==> config.mk <==
export PLATFORM = sky130hd
export DESIGN_NAME = ex_muldiv
export DESIGN_NICKNAME = d
export VERILOG_FILES = /design/src/rtl/ex_muldiv.sv
export SDC_FILE = /design/constraint.sdc
export NUM_CORES = 1
export LEC_CHECK = 0
export BUFFER_PORTS_ARGS = -buffer_cell sky130_fd_sc_hd__buf_2
export CAP_MARGIN = 20
export CORE_MARGIN = 2
export CORE_UTILIZATION = 45
export DETAILED_ROUTE_END_ITERATION = 7
export GPL_ROUTABILITY_DRIVEN = 0
export PLACE_DENSITY = 0.69
export SETUP_SLACK_MARGIN = 0.5
export SYNTH_ARGS = -nofsm -noshare
export SYNTH_HDL_FRONTEND = slang
export SYNTH_SLANG_ARGS = --single-unit
==> constraint.sdc <==
create_clock -name clk -period 5.8 [get_ports clk]
set_input_delay 1.16 -clock clk [delete_from_list [all_inputs] [get_ports clk]]
set_output_delay 1.16 -clock clk [all_outputs]
set_load 0.01 [all_outputs]
==> src/rtl/ex_muldiv.sv <==
`default_nettype none
// +----------------------------------------------------------------------+
// | Module  : ex_muldiv                                                  |
// | Purpose : EX-stage multiply/divide unit owning the HI/LO registers.  |
// | Revision: 1.0                                                        |
// +----------------------------------------------------------------------+
module ex_muldiv #(
    parameter int WIDTH    = 32,
    parameter bit FAST_MUL = 1'b0
) (
    input  logic             clk,
    input  logic             rst,
    input  logic             flush,
    input  logic             stall_ex,
    input  logic             op_valid,
    input  logic [2:0]       op,
    input  logic [WIDTH-1:0] src1,
    input  logic [WIDTH-1:0] src2,
    output logic             stallreq,
    output logic             busy,
    output logic             done,
    output logic [WIDTH-1:0] hi,
    output logic [WIDTH-1:0] lo
);
    localparam int                  c_cnt_w = $clog2(WIDTH) + 1;
    localparam logic [c_cnt_w-1:0] c_last  = c_cnt_w'(WIDTH - 1);
    localparam logic [c_cnt_w-1:0] c_one   = c_cnt_w'(1);
    localparam logic [2:0]         c_op_mthi = 3'b100;
    localparam logic [2:0]         c_op_mtlo = 3'b101;

    typedef enum logic [1:0] {
        S_IDLE = 2'd0,
        S_RUN  = 2'd1,
        S_DONE = 2'd2
    } state_t;

    state_t               r_state;
    state_t               w_state_nxt;
    logic [WIDTH-1:0]     r_hi;
    logic [WIDTH-1:0]     r_lo;
    logic [WIDTH-1:0]     r_b;
    logic [WIDTH-1:0]     r_src1;
    logic [2*WIDTH-1:0]   r_acc;
    logic [c_cnt_w-1:0]   r_cnt;
    logic                 r_is_div;
    logic                 r_neg_res;
    logic                 r_neg_rem;
    logic                 r_div0;

    logic                 w_is_md;
    logic                 w_is_mt;
    logic                 w_neg1;
    logic                 w_neg2;
    logic [WIDTH-1:0]     w_mag1;
    logic [WIDTH-1:0]     w_mag2;
    logic                 w_accept;
    logic                 w_mt_wr;
    logic                 w_fast;
    logic                 w_last;
    logic                 w_stallreq;
    logic [2*WIDTH-1:0]   w_fast_prod;

    logic [WIDTH:0]       w_mul_sum;
    logic [2*WIDTH-1:0]   w_mul_nxt;
    logic [WIDTH:0]       w_div_sh;
    logic                 w_div_ge;
    logic [WIDTH-1:0]     w_div_sub;
    logic [WIDTH-1:0]     w_div_rem;
    logic [2*WIDTH-1:0]   w_div_nxt;
    logic [2*WIDTH-1:0]   w_acc_nxt;
    logic [2*WIDTH-1:0]   w_prod;
    logic [WIDTH-1:0]     w_quo;
    logic [WIDTH-1:0]     w_rem;
    logic [WIDTH-1:0]     w_res_hi;
    logic [WIDTH-1:0]     w_res_lo;

    // Op decode: codes 000..011 are muldiv, even codes among them are signed.
    assign w_is_md  = ~op[2];
    assign w_is_mt  = (op == c_op_mthi) || (op == c_op_mtlo);
    assign w_neg1   = ~op[0] & src1[WIDTH-1];
    assign w_neg2   = ~op[0] & src2[WIDTH-1];
    assign w_mag1   = w_neg1 ? -src1 : src1;
    assign w_mag2   = w_neg2 ? -src2 : src2;
    assign w_accept = (r_state == S_IDLE) & op_valid & w_is_md & ~flush;
    assign w_mt_wr  = (r_state == S_IDLE) & op_valid & w_is_mt & ~flush;
    assign w_fast   = FAST_MUL && !op[1];
    assign w_last   = (r_state == S_RUN) && (r_cnt == c_last);

    generate
        if (FAST_MUL) begin : g_fast_mul
            logic [2*WIDTH-1:0] w_p;
            assign w_p         = {{WIDTH{1'b0}}, w_mag1} * {{WIDTH{1'b0}}, w_mag2};
            assign w_fast_prod = (w_neg1 ^ w_neg2) ? -w_p : w_p;
        end else begin : g_iter_mul
            assign w_fast_prod = '0;
        end
    endgenerate

    // Shift-add: acc = {partial, multiplier}; add multiplicand on LSB, shift right.
    assign w_mul_sum = {1'b0, r_acc[2*WIDTH-1:WIDTH]} + (r_acc[0] ? {1'b0, r_b} : '0);
    assign w_mul_nxt = {w_mul_sum, r_acc[WIDTH-1:1]};

    // Restoring divide: acc = {remainder, dividend/quotient}, one bit per cycle.
    assign w_div_sh  = {r_acc[2*WIDTH-1:WIDTH], r_acc[WIDTH-1]};
    assign w_div_ge  = w_div_sh >= {1'b0, r_b};
    assign w_div_sub = w_div_sh[WIDTH-1:0] - r_b;
    assign w_div_rem = w_div_ge ? w_div_sub : w_div_sh[WIDTH-1:0];
    assign w_div_nxt = {w_div_rem, r_acc[WIDTH-2:0], w_div_ge};

    assign w_acc_nxt = r_is_div ? w_div_nxt : w_mul_nxt;
    assign w_prod    = r_neg_res ? -w_acc_nxt : w_acc_nxt;
    assign w_quo     = r_neg_res ? -w_acc_nxt[WIDTH-1:0] : w_acc_nxt[WIDTH-1:0];
    assign w_rem     = r_neg_rem ? -w_acc_nxt[2*WIDTH-1:WIDTH] : w_acc_nxt[2*WIDTH-1:WIDTH];

    always_comb begin
        w_res_hi = w_prod[2*WIDTH-1:WIDTH];
        w_res_lo = w_prod[WIDTH-1:0];
        if (r_is_div) begin
            if (r_div0) begin
                w_res_hi = r_src1;
                w_res_lo = '1;
            end else begin
                w_res_hi = w_rem;
                w_res_lo = w_quo;
            end
        end
    end

    always_comb begin
        w_state_nxt = r_state;
        w_stallreq  = 1'b0;
        case (r_state)
            S_IDLE: begin
                if (w_accept) begin
                    w_stallreq  = 1'b1;
                    w_state_nxt = w_fast ? S_DONE : S_RUN;
                end
            end
            S_RUN: begin
                w_stallreq = 1'b1;
                if (w_last) w_state_nxt = S_DONE;
            end
            S_DONE: begin
                if (!stall_ex) w_state_nxt = S_IDLE;
            end
            default: w_state_nxt = S_IDLE;
        endcase
        if (flush) w_state_nxt = S_IDLE;
    end

    always_ff @(posedge clk) begin
        if (rst) begin
            r_state   <= S_IDLE;
            r_hi      <= '0;
            r_lo      <= '0;
            r_b       <= '0;
            r_src1    <= '0;
            r_acc     <= '0;
            r_cnt     <= '0;
            r_is_div  <= 1'b0;
            r_neg_res <= 1'b0;
            r_neg_rem <= 1'b0;
            r_div0    <= 1'b0;
        end else begin
            r_state <= w_state_nxt;
            if (w_accept) begin
                r_acc     <= {{WIDTH{1'b0}}, w_mag1};
                r_b       <= w_mag2;
                r_src1    <= src1;
                r_is_div  <= op[1];
                r_neg_res <= w_neg1 ^ w_neg2;
                r_neg_rem <= w_neg1;
                r_div0    <= (src2 == '0);
                r_cnt     <= '0;
                if (w_fast) begin
                    r_hi <= w_fast_prod[2*WIDTH-1:WIDTH];
                    r_lo <= w_fast_prod[WIDTH-1:0];
                end
            end else if ((r_state == S_RUN) && !flush) begin
                r_acc <= w_acc_nxt;
                r_cnt <= r_cnt + c_one;
                if (w_last) begin
                    r_hi <= w_res_hi;
                    r_lo <= w_res_lo;
                end
            end
            if (w_mt_wr) begin
                if (op[0]) r_lo <= src1;
                else       r_hi <= src1;
            end
        end
    end

    assign stallreq = w_stallreq;
    assign busy     = (r_state != S_IDLE);
    assign done     = (r_state == S_DONE);
    assign hi       = r_hi;
    assign lo       = r_lo;

endmodule
`default_nettype wire

* Word-level counts from Yosys, hierarchy flattened *
Cells that the tools add are included.

storage, ports and cells
  logic and storage cells = 81
  memories = 0
  latch bits = 0
  ROM bits = 0
  output and inout bits = 67
  register bits after elaboration = 204
  input port bits = 72
  RAM bits = 0

operators by class
  bitwise gates (word level) = 11
  shifts and indexed selects = 0
  magnitude comparators = 1
  equality and inequality tests = 8
  add/sub/neg operators = 8
  divide/modulo/power cells = 0
  $mul = 0
  muxes and demuxes = 30
  reduce and logical (&&, ||, !) cells = 11

operators by type and width
  operator             number
  $mux 32              22
  $mux 64              2
  $neg 32->32          4
  $neg 64->64          1
  $add 32x32->33       1
  $ge 33x32->1         1
  $logic_not 32->1     1
  $sub 32x32->32       1
  $and 1x1->1          7
  $add 6x1->6 const B  1
  $eq 3x3->1 const B   2
  $eq 6x5->1 const B   1
  $mux 2               3
  $ne 2x2->1 const B   3
  $pmux 2 s3           1
  $reduce_bool 2->1    2
  $reduce_or 2->1      2
  $not 1->1            3
  $reduce_and 3->1     1
  $eq 2x1->1 const B   1
  $eq 2x2->1 const B   1
  $logic_and 1x1->1    2
  $logic_not 2->1      1
  $pmux 1 s2           1
  4 further kinds      4

* Longest topological paths before layout *
Gate-level depths: netlist (run 1).

  depth after elaboration = 12
  depth in mapped cells = 22
  mapped depth without buffers = 19

* Worst setup path before layout (run 1) *
Ideal clock, no wire load.

  kind = register -> register
  start = register r_b[19]
  end = register r_hi[20], in the netlist hi[20]
  cell stages (with the launch flop) = 22
  setup time = 0.122 ns
  setup slack = 0.853 ns
  buffers on the path = 3
  arrival = 4.825 ns
  data required time = 5.678 ns
  clock period less this slack = 4.947 ns
  cell sequence = dfxtp_1 inv_1 ha_1 clkbuf_1 nand4_1 nor2_1 nand4_1 o211a_1 o21ai_1 buf_2 o21ai_0 a31oi_1 ha_1 nand2_1 a311oi_1 nand4_2 or4_1 buf_2 or3b_4 o21ai_2 xnor2_1 a311o_1

on the way
  word-level cells in the longest chain between the ends = 12
  elaborated cells between the ends (all ways) = 17
  classes of those cells = add/sub (4); order compare (1); mux (12)

ends and longest elaborated chain
  item                                       line      source
  start: declaration                         41        logic [WIDTH-1:0] r_b;
  start signal: assignment                   168       r_b <= w_mag2;
  $mux 32 (tied with other cells)            100       assign w_mul_sum = {1'b0, r_acc[2*WIDTH-1:WIDTH]} + (r_acc[0] ? {1'b0, r_b} : '0);
  $add 32x32->33 or $mux 32 (tied branches)  100, 107
  $mux 64 *                                  110       assign w_acc_nxt = r_is_div ? w_div_nxt : w_mul_nxt;
  $neg 32->32                                113       assign w_rem = r_neg_rem ? -w_acc_nxt[2*WIDTH-1:WIDTH] : w_acc_nxt[2*WIDTH-1:WIDTH];
  $mux 32                                    113
  $mux 32                                    119       if (r_div0) begin
  $mux 32 *                                  118       if (r_is_div) begin
  $mux 32 *                                  182       if (w_last) begin
  $mux 32 *                                  179       end else if ((r_state == S_RUN) && !flush) begin
  $mux 32 *                                  166       if (w_accept) begin
  $mux 32                                    188       if (op[0]) r_lo <= src1;
  $mux 32 *                                  187       if (w_mt_wr) begin
  end signal: assignment                     176       r_hi <= w_fast_prod[2*WIDTH-1:WIDTH];
  end signal: assignment                     183       r_hi <= w_res_hi;
  end signal: assignment                     189       else r_hi <= src1;
  end: declaration                           39        logic [WIDTH-1:0] r_hi;

Every way passes the cells marked *; elsewhere a longest branch is shown, timed or not.
A chain may end at the register's enable or synchronous reset.

* Worst setup path after layout (run 1) *
  start = register r_b[4]
  end = register r_hi[30], in the netlist hi[30]

The elaborated chain is that of the path after synthesis.

==> results of run 1 <==
==> cell usage in the layout (no fill, tap or decap), drive strengths merged, types with 18 or more instances in the layout <==
master,count
or3,26
xnor2,82
a21oi,254
mux2i,35
a31oi,25
clkbuf,34
or2,18
xor2,78
dfxtp,204
nand2b,22
buf,203
o21a,19
nor4,20
o211ai,28
and2,47
nand4,35
ha,69
nand2,298
nor3,80
nand3,32
o31ai,34
a211oi,79
inv,61
nor2,260
o221ai,42
a21o,29
a311oi,18
o21ai,130
==> layout make-up <==
type | count | area (µm²)
clock buffers | 34 | 720.7
clock inverters | 12 | 158.9
fillers | 3685 | 18290
inverters | 63 | 236.5
multi-input cells | 1959 | 12210
flip-flops and latches | 204 | 4089
well taps | 511 | 639.4
repair buffers | 203 | 1240
==> flip-flops by register name, summed over array words and instances, names as in the netlist <==
name	count
r_div0	1
hi	32
r_neg_rem	1
r_neg_res	1
r_state	2
lo	32
r_cnt	6
r_acc	64
r_src1	32
r_is_div	1
r_b	32
==> worst min path at each step <==
stage / depth (start not counted) / slack, ns / endpoint
floorplan: 2 / 0.43 / r_src1[10]
global placement: 2 / 0.44 / r_src1[9]
detailed placement: 2 / 0.44 / r_src1[9]
CTS: 2 / 0.45 / r_src1[9]
global route: 2 / 0.47 / r_src1[29]
finish: 2 / 0.45 / r_src1[25]
==> power breakdown <==
part / total [mW] / internal, mW / switching [mW]
logic: 0.891 / 0.301 / 0.591
registers: 1.48 / 1.44 / 0.0376
clock network: 1.70 / 1.01 / 0.689
total: 4.07 / 2.75 / 1.32
==> layer usage <==
layer,global-route usage,up-vias
li1,-,8861
met1,0.4208,9018
met2,0.5051,1061
met3,0.04506,214
met4,0.1622,0
met5,0,-
==> critical path: cells and delay by family (launching register included) <==
family | cells | cell delay (ns)
compound gates | 10 | 2.70
fa+ha+maj | 1 | 0.37
buf+inv | 3 | 0.53
flops | 1 | 0.33
simple gates | 3 | 1.13
==> metrics by stage <==
| stage | std cells | area (µm²) | utilization | hold slack [ns] | setup slack, ns |
|---|---|---|---|---|---|
| 6_report | 2986 | 19290 | 0.5134 | 0.4515 | 0.6590 |
| 5_1_grt | 2986 | 19290 | 0.5134 | 0.4728 | 0.4516 |
| 4_1_cts | 2980 | 19120 | 0.5089 | 0.4515 | 0.6767 |
| 3_5_place_dp | 2934 | 18230 | 0.4852 | 0.4436 | 0.4669 |
| 3_3_place_gp | 2933 | 18230 | 0.4850 | 0.4401 | 0.6120 |
| 2_1_floorplan | 2408 | 17130 | - | 0.4319 | 0.8527 |
==> kinds of logic (layout without fill, tap and decap cells) <==
kind of cell / after synthesis / count (layout) / share of synthesized area
simple gates: 902 / 902 / 0.2457
compound gates: 783 / 783 / 0.3007
buf+inv: 245 / 312 / 0.05487
flops: 204 / 204 / 0.2385
xor+xnor: 160 / 160 / 0.08183
fa+ha+maj: 71 / 71 / 0.05275
mux: 43 / 43 / 0.02572
==> timing repair <==
item	4_1_cts	5_1_grt
endpoints found under the setup margin	3	15
hold endpoints to repair	0	0
hold buffers	0	0
pin swaps	0	2
resized for setup	2	17
buffers inserted	0	2
==> flow_metrics.env, run 1 <==
export IMPL_status="finished clean"
export IMPL_finClkSkew_ns=0.01680
export IMPL_hp_class="flip-flop to flip-flop"
export IMPL_yosys_area_top_type="dfxtp_1"
export IMPL_rsz0062_at_grt="false"
export IMPL_cpMostUsedCell="a211o_1"
export IMPL_route_vias_total=19154
export IMPL_die_w_um=199.1
export IMPL_final_max_slew_viol_count=0
export IMPL_r2r_start="r_b[4]"
export IMPL_crit_fanout=11
export IMPL_slowest_stage="or4b_1"
export IMPL_drcViolationCount=0
export IMPL_cts_tree="yes"
export IMPL_wl_per_cell_um=21.74
export IMPL_critPathLaunchType="flip-flop"
export IMPL_antenna_found_initial=1
export IMPL_max_freq_mhz=194.5
export IMPL_cts_buffer_depth=3
export IMPL_die_y_um=199.1
export IMPL_startpoint="r_b[4]"
export IMPL_cts_root_buf="clkbuf_16"
export IMPL_yosys_top_cells_area="dfxtp_1 24%, a21oi_1 7.4%, nand2_1 6.5%, nor2_1 5.7%, ha_1 5.0%"
export IMPL_ant_nets=0
export IMPL_top_layer="met4"
export IMPL_synth_seq_cells=204
export IMPL_synth_most_common_cell="nand2_1"
export IMPL_power_density_mw_per_mm2=210.8
export IMPL_synth_cell_types=88
export IMPL_synth_ff_type="dfxtp_1"
export IMPL_dr_first_iter_drc_count=2093
export IMPL_r2r_slack_ns=0.66
export IMPL_crit_arrival_ns=5.61
export IMPL_cp_required_ns=6.27
export IMPL_endpoint="hi[30]"
export IMPL_worst_pin_slew_ns=1.043
export IMPL_crit_type="flip-flop to flip-flop"
export IMPL_cp_end_kind="flip-flop"
export IMPL_grt_pass1_vias=17958
export IMPL_power_leakage_nw=7.467
export IMPL_irDropWorstVdd_mv=0.2422
export IMPL_grt_util_all_layers=0.3182
export IMPL_synth_common_cells="297 x nand2_1, 259 x nor2_1, 254 x a21oi_1, 204 x dfxtp_1, 150 x clkbuf_1"
export IMPL_period_needed_ns=5.141
export IMPL_yosysWarnings=0
export IMPL_drive_gt1_frac=0.1265
export IMPL_synth_area_per_cell_um2=7.112
export IMPL_crit_chain="inv_1, ha_1, o211ai_1, a21o_1, a211o_1, a211o_1, a21boi_4, buf_4, nor2_2, buf_4, a21oi_1, a2bb2oi_1, a211o_1, or4b_1, nor4b_1, o21ai_0, a311oi_1"
export IMPL_yosysSeqAreaShare=0.2385
export IMPL_grt_pass1_wl_um=99880
export IMPL_finalSetupViolations=0
export IMPL_slew_headroom=0.3047
export IMPL_cap_violations=0
export IMPL_ys_async_sr_fraction=0
export IMPL_worstRegToRegCells=17
export IMPL_area_growth_pct=12.65
export IMPL_critPathMaxStageDelay_ns=0.64
export IMPL_start_util=0.4557
export IMPL_synth_edf_count=0
export IMPL_die_area_mm2=0.03963
export IMPL_drt_met1_wl_um=26330
export IMPL_synth_cells=2408
export IMPL_netlist_area_mm2=0.01713
export IMPL_ios=139
export IMPL_grt_max_degree=90
export IMPL_core_area_mm2=0.03758
export IMPL_cts_buffers=26
export IMPL_viasPerCell=6.415
export IMPL_htreeDepth=1
export IMPL_numPortBuffers=138
export IMPL_timing_final_crit_share=0.8864
export IMPL_clk_pin_slew_ns=0.06
export IMPL_wl_met3_um=6074
export IMPL_yosysTopAreaCellShare=0.2385
export IMPL_nets=2600
export IMPL_syn_num_nets=2551
export IMPL_r2r_end="hi[30]"
export IMPL_numClockSinks=204
export IMPL_wl_um=64920
export IMPL_antenna_cells=0
export IMPL_tns_ns=0
export IMPL_hpwl_um=47480
export IMPL_globalRoute_totalOverflow=0
export IMPL_clk_latency_ns=0.56
export IMPL_hold_viol=0
export IMPL_dr_pass1_iters=7
export IMPL_total_power_mw=4.067
export IMPL_rows=71
export IMPL_dr_wl_met2_um=29020
export IMPL_hp_start="r_src1[25]"
Note: power is estimated with default switching activity, not from simulation.
==> run 2: changes to the inputs <==
--- a/config.mk
+++ b/config.mk
@@ -8,10 +8,10 @@
 export BUFFER_PORTS_ARGS = -buffer_cell sky130_fd_sc_hd__buf_2
 export CAP_MARGIN = 20
 export CORE_MARGIN = 2
-export CORE_UTILIZATION = 45
+export CORE_UTILIZATION = 47
 export DETAILED_ROUTE_END_ITERATION = 7
 export GPL_ROUTABILITY_DRIVEN = 0
-export PLACE_DENSITY = 0.69
+export PLACE_DENSITY = 0.71
 export SETUP_SLACK_MARGIN = 0.5
 export SYNTH_ARGS = -nofsm -noshare
 export SYNTH_HDL_FRONTEND = slang
==> run 2 against run 1 <==
Net effect: sequential share of layout area is essentially flat; setup slack got worse by 0.21 ns; power grew 0.44%; non-clock buffer count rose by 5; routed wire length down 1.3%; clock power barely moved; sequential power is essentially flat; fmax fell by 3.9%; clock skew is 0.0034 ns higher; core utilization rose by 2.8 points.
==> flow_metrics.env, run 2 (same netlist as run 1, synthesis figures left out) <==
export IMPL_antenna_found_initial=0
export IMPL_numPortBuffers=138
export IMPL_crit_chain="inv_1, ha_1, inv_1, fa_1, a21o_1, a221o_1, a21oi_1, o21ai_0, o311ai_0, a21oi_1, a21o_1, o32ai_1, or4b_1, nor2_1, a211oi_1, nor3_1, a211oi_1"
export IMPL_grt_pass1_vias=18047
export IMPL_slew_headroom=0.3451
export IMPL_multiInputGateArea_mm2=0.01230
export IMPL_hp_class="flip-flop to flip-flop"
export IMPL_cts_root_buf="clkbuf_16"
export IMPL_max_freq_mhz=186.9
export IMPL_clk_latency_ns=0.57
export IMPL_final_max_slew_viol_count=0
export IMPL_drt_met1_wl_um=25790
export IMPL_r2r_slack_ns=0.45
export IMPL_period_needed_ns=5.351
export IMPL_ios=139
export IMPL_timing_final_crit_share=0.9225
export IMPL_final_common_cell="nand2_1"
export IMPL_cts_tree="yes"
export IMPL_start_util=0.4791
export IMPL_ant_nets=0
export IMPL_hold_viol=0
export IMPL_hold_ws_ns=0.4524
export IMPL_final_cell_mix="296 x nand2_1, 255 x nor2_1, 251 x a21oi_1"
export IMPL_critPathMaxStageDelay_ns=0.70
export IMPL_rows=69
export IMPL_cp_end_kind="flip-flop"
export IMPL_area_growth_pct=12.93
export IMPL_dr_wl_met2_um=28500
export IMPL_top_layer="met4"
export IMPL_cts_buffer_depth=3
export IMPL_startpoint="r_acc[31]"
export IMPL_crit_arrival_ns=5.78
export IMPL_cap_violations=0
export IMPL_viasPerCell=6.585
export IMPL_hp_start="r_src1[7]"
export IMPL_grt_util_all_layers=0.3240
export IMPL_die_y_um=194.9
export IMPL_worst_pin_slew_ns=0.9811
export IMPL_slowest_stage="o311ai_0"
export IMPL_wl_per_cell_um=21.78
export IMPL_antenna_cells=0
export IMPL_fillers=3497
export IMPL_total_power_mw=4.085
export IMPL_hpwl_um=47100
export IMPL_rsz0062_at_grt="true"
export IMPL_wl_um=64060
export IMPL_crit_type="flip-flop to flip-flop"
export IMPL_critPathLaunchType="flip-flop"
export IMPL_dr_pass1_iters=7
export IMPL_die_w_um=194.9
export IMPL_r2r_start="r_acc[31]"
export IMPL_clk_pin_slew_ns=0.06
export IMPL_status="finished clean"
export IMPL_finClkSkew_ns=0.02020
export IMPL_nets=2604
export IMPL_cp_required_ns=6.23
export IMPL_cts_buffers=25
export IMPL_wl_met3_um=6134
export IMPL_drcViolationCount=0
export IMPL_drive_gt1_frac=0.1327
export IMPL_power_leakage_nw=7.500
export IMPL_dr_first_iter_drc_count=2289
export IMPL_tns_ns=0
export IMPL_die_area_mm2=0.03798
export IMPL_grt_max_degree=74
export IMPL_seq_area_mm2=0.004093
export IMPL_regMostFlops="r_acc"
export IMPL_crit_fanout=5
export IMPL_htreeDepth=1
export IMPL_numClockSinks=204
export IMPL_finalSetupViolations=0
export IMPL_core_area_mm2=0.03574
export IMPL_globalRoute_totalOverflow=0
export IMPL_grt_pass1_wl_um=99120
export IMPL_irDropWorstVdd_mv=0.2747
export IMPL_largest_reg_flops=64
export IMPL_route_vias_total=19366
export IMPL_power_density_mw_per_mm2=211.2
export IMPL_postCtsHoldBufs=0
run 2: changes by cell type in the layout (fill, tap and decap cells not counted), sizes merged:
cell | before | now
clkbuf | 34 | 37
clkinv | 9 | 7
clkinvlp | 2 | 3
buf | 203 | 206
run 2: where the power goes:
group	internal [mW]	total [mW]	switching, mW	leakage [nW]
clock	0.973	1.67	0.699	0.406
sequential	1.44	1.48	0.0393	1.66
combinational	0.323	0.934	0.611	5.44
run 2: metal layers:
metal	track usage	vias up
met5	0	-
met4	0.1713	0
met3	0.05414	246
met2	0.5169	1125
met1	0.4192	9111
li1	-	8884
run 2: worst paths after layout:
path / end / cells past startpoint
max: hi[29] / 17
max reg2reg: hi[29] / 17
min: r_src1[7] / 2
min reg2reg: r_src1[7] / 2
run 2: worst max-delay path, delay by kind of cell, from the launching register on:
kind            cells  cell delay [ns]
compound gates     10             2.92
simple gates        3             1.19
buf+inv             2             0.18
flops               1             0.32
fa+ha+maj           2             0.59
run 2: cell type report:
cell class | count | area share
sequential | 204 | 0.2116
clock inverter | 11 | 0.007893
multi-input combinational | 1959 | 0.6359
clock buffer | 35 | 0.03584
inverter | 63 | 0.01223
timing repair buffer | 208 | 0.06670
tap | 461 | 0.02982
run 2: per-stage QoR:
step	utilization	cells	setup WS, ns	cell area [µm²]
6_report	0.5411	2941	0.4494	19340
5_1_grt	0.5411	2941	0.3931	19340
4_1_cts	0.5316	2925	0.4728	19000
3_5_place_dp	0.5076	2879	0.2877	18140
3_3_place_gp	0.5068	2878	0.4716	18110
2_1_floorplan	-	2408	0.8527	17130
run 2: repair_timing:
item                       CTS  global route
resized for setup            2            37
setup endpoints to repair    9            22
pin swaps                    0             9
buffers inserted             0            12
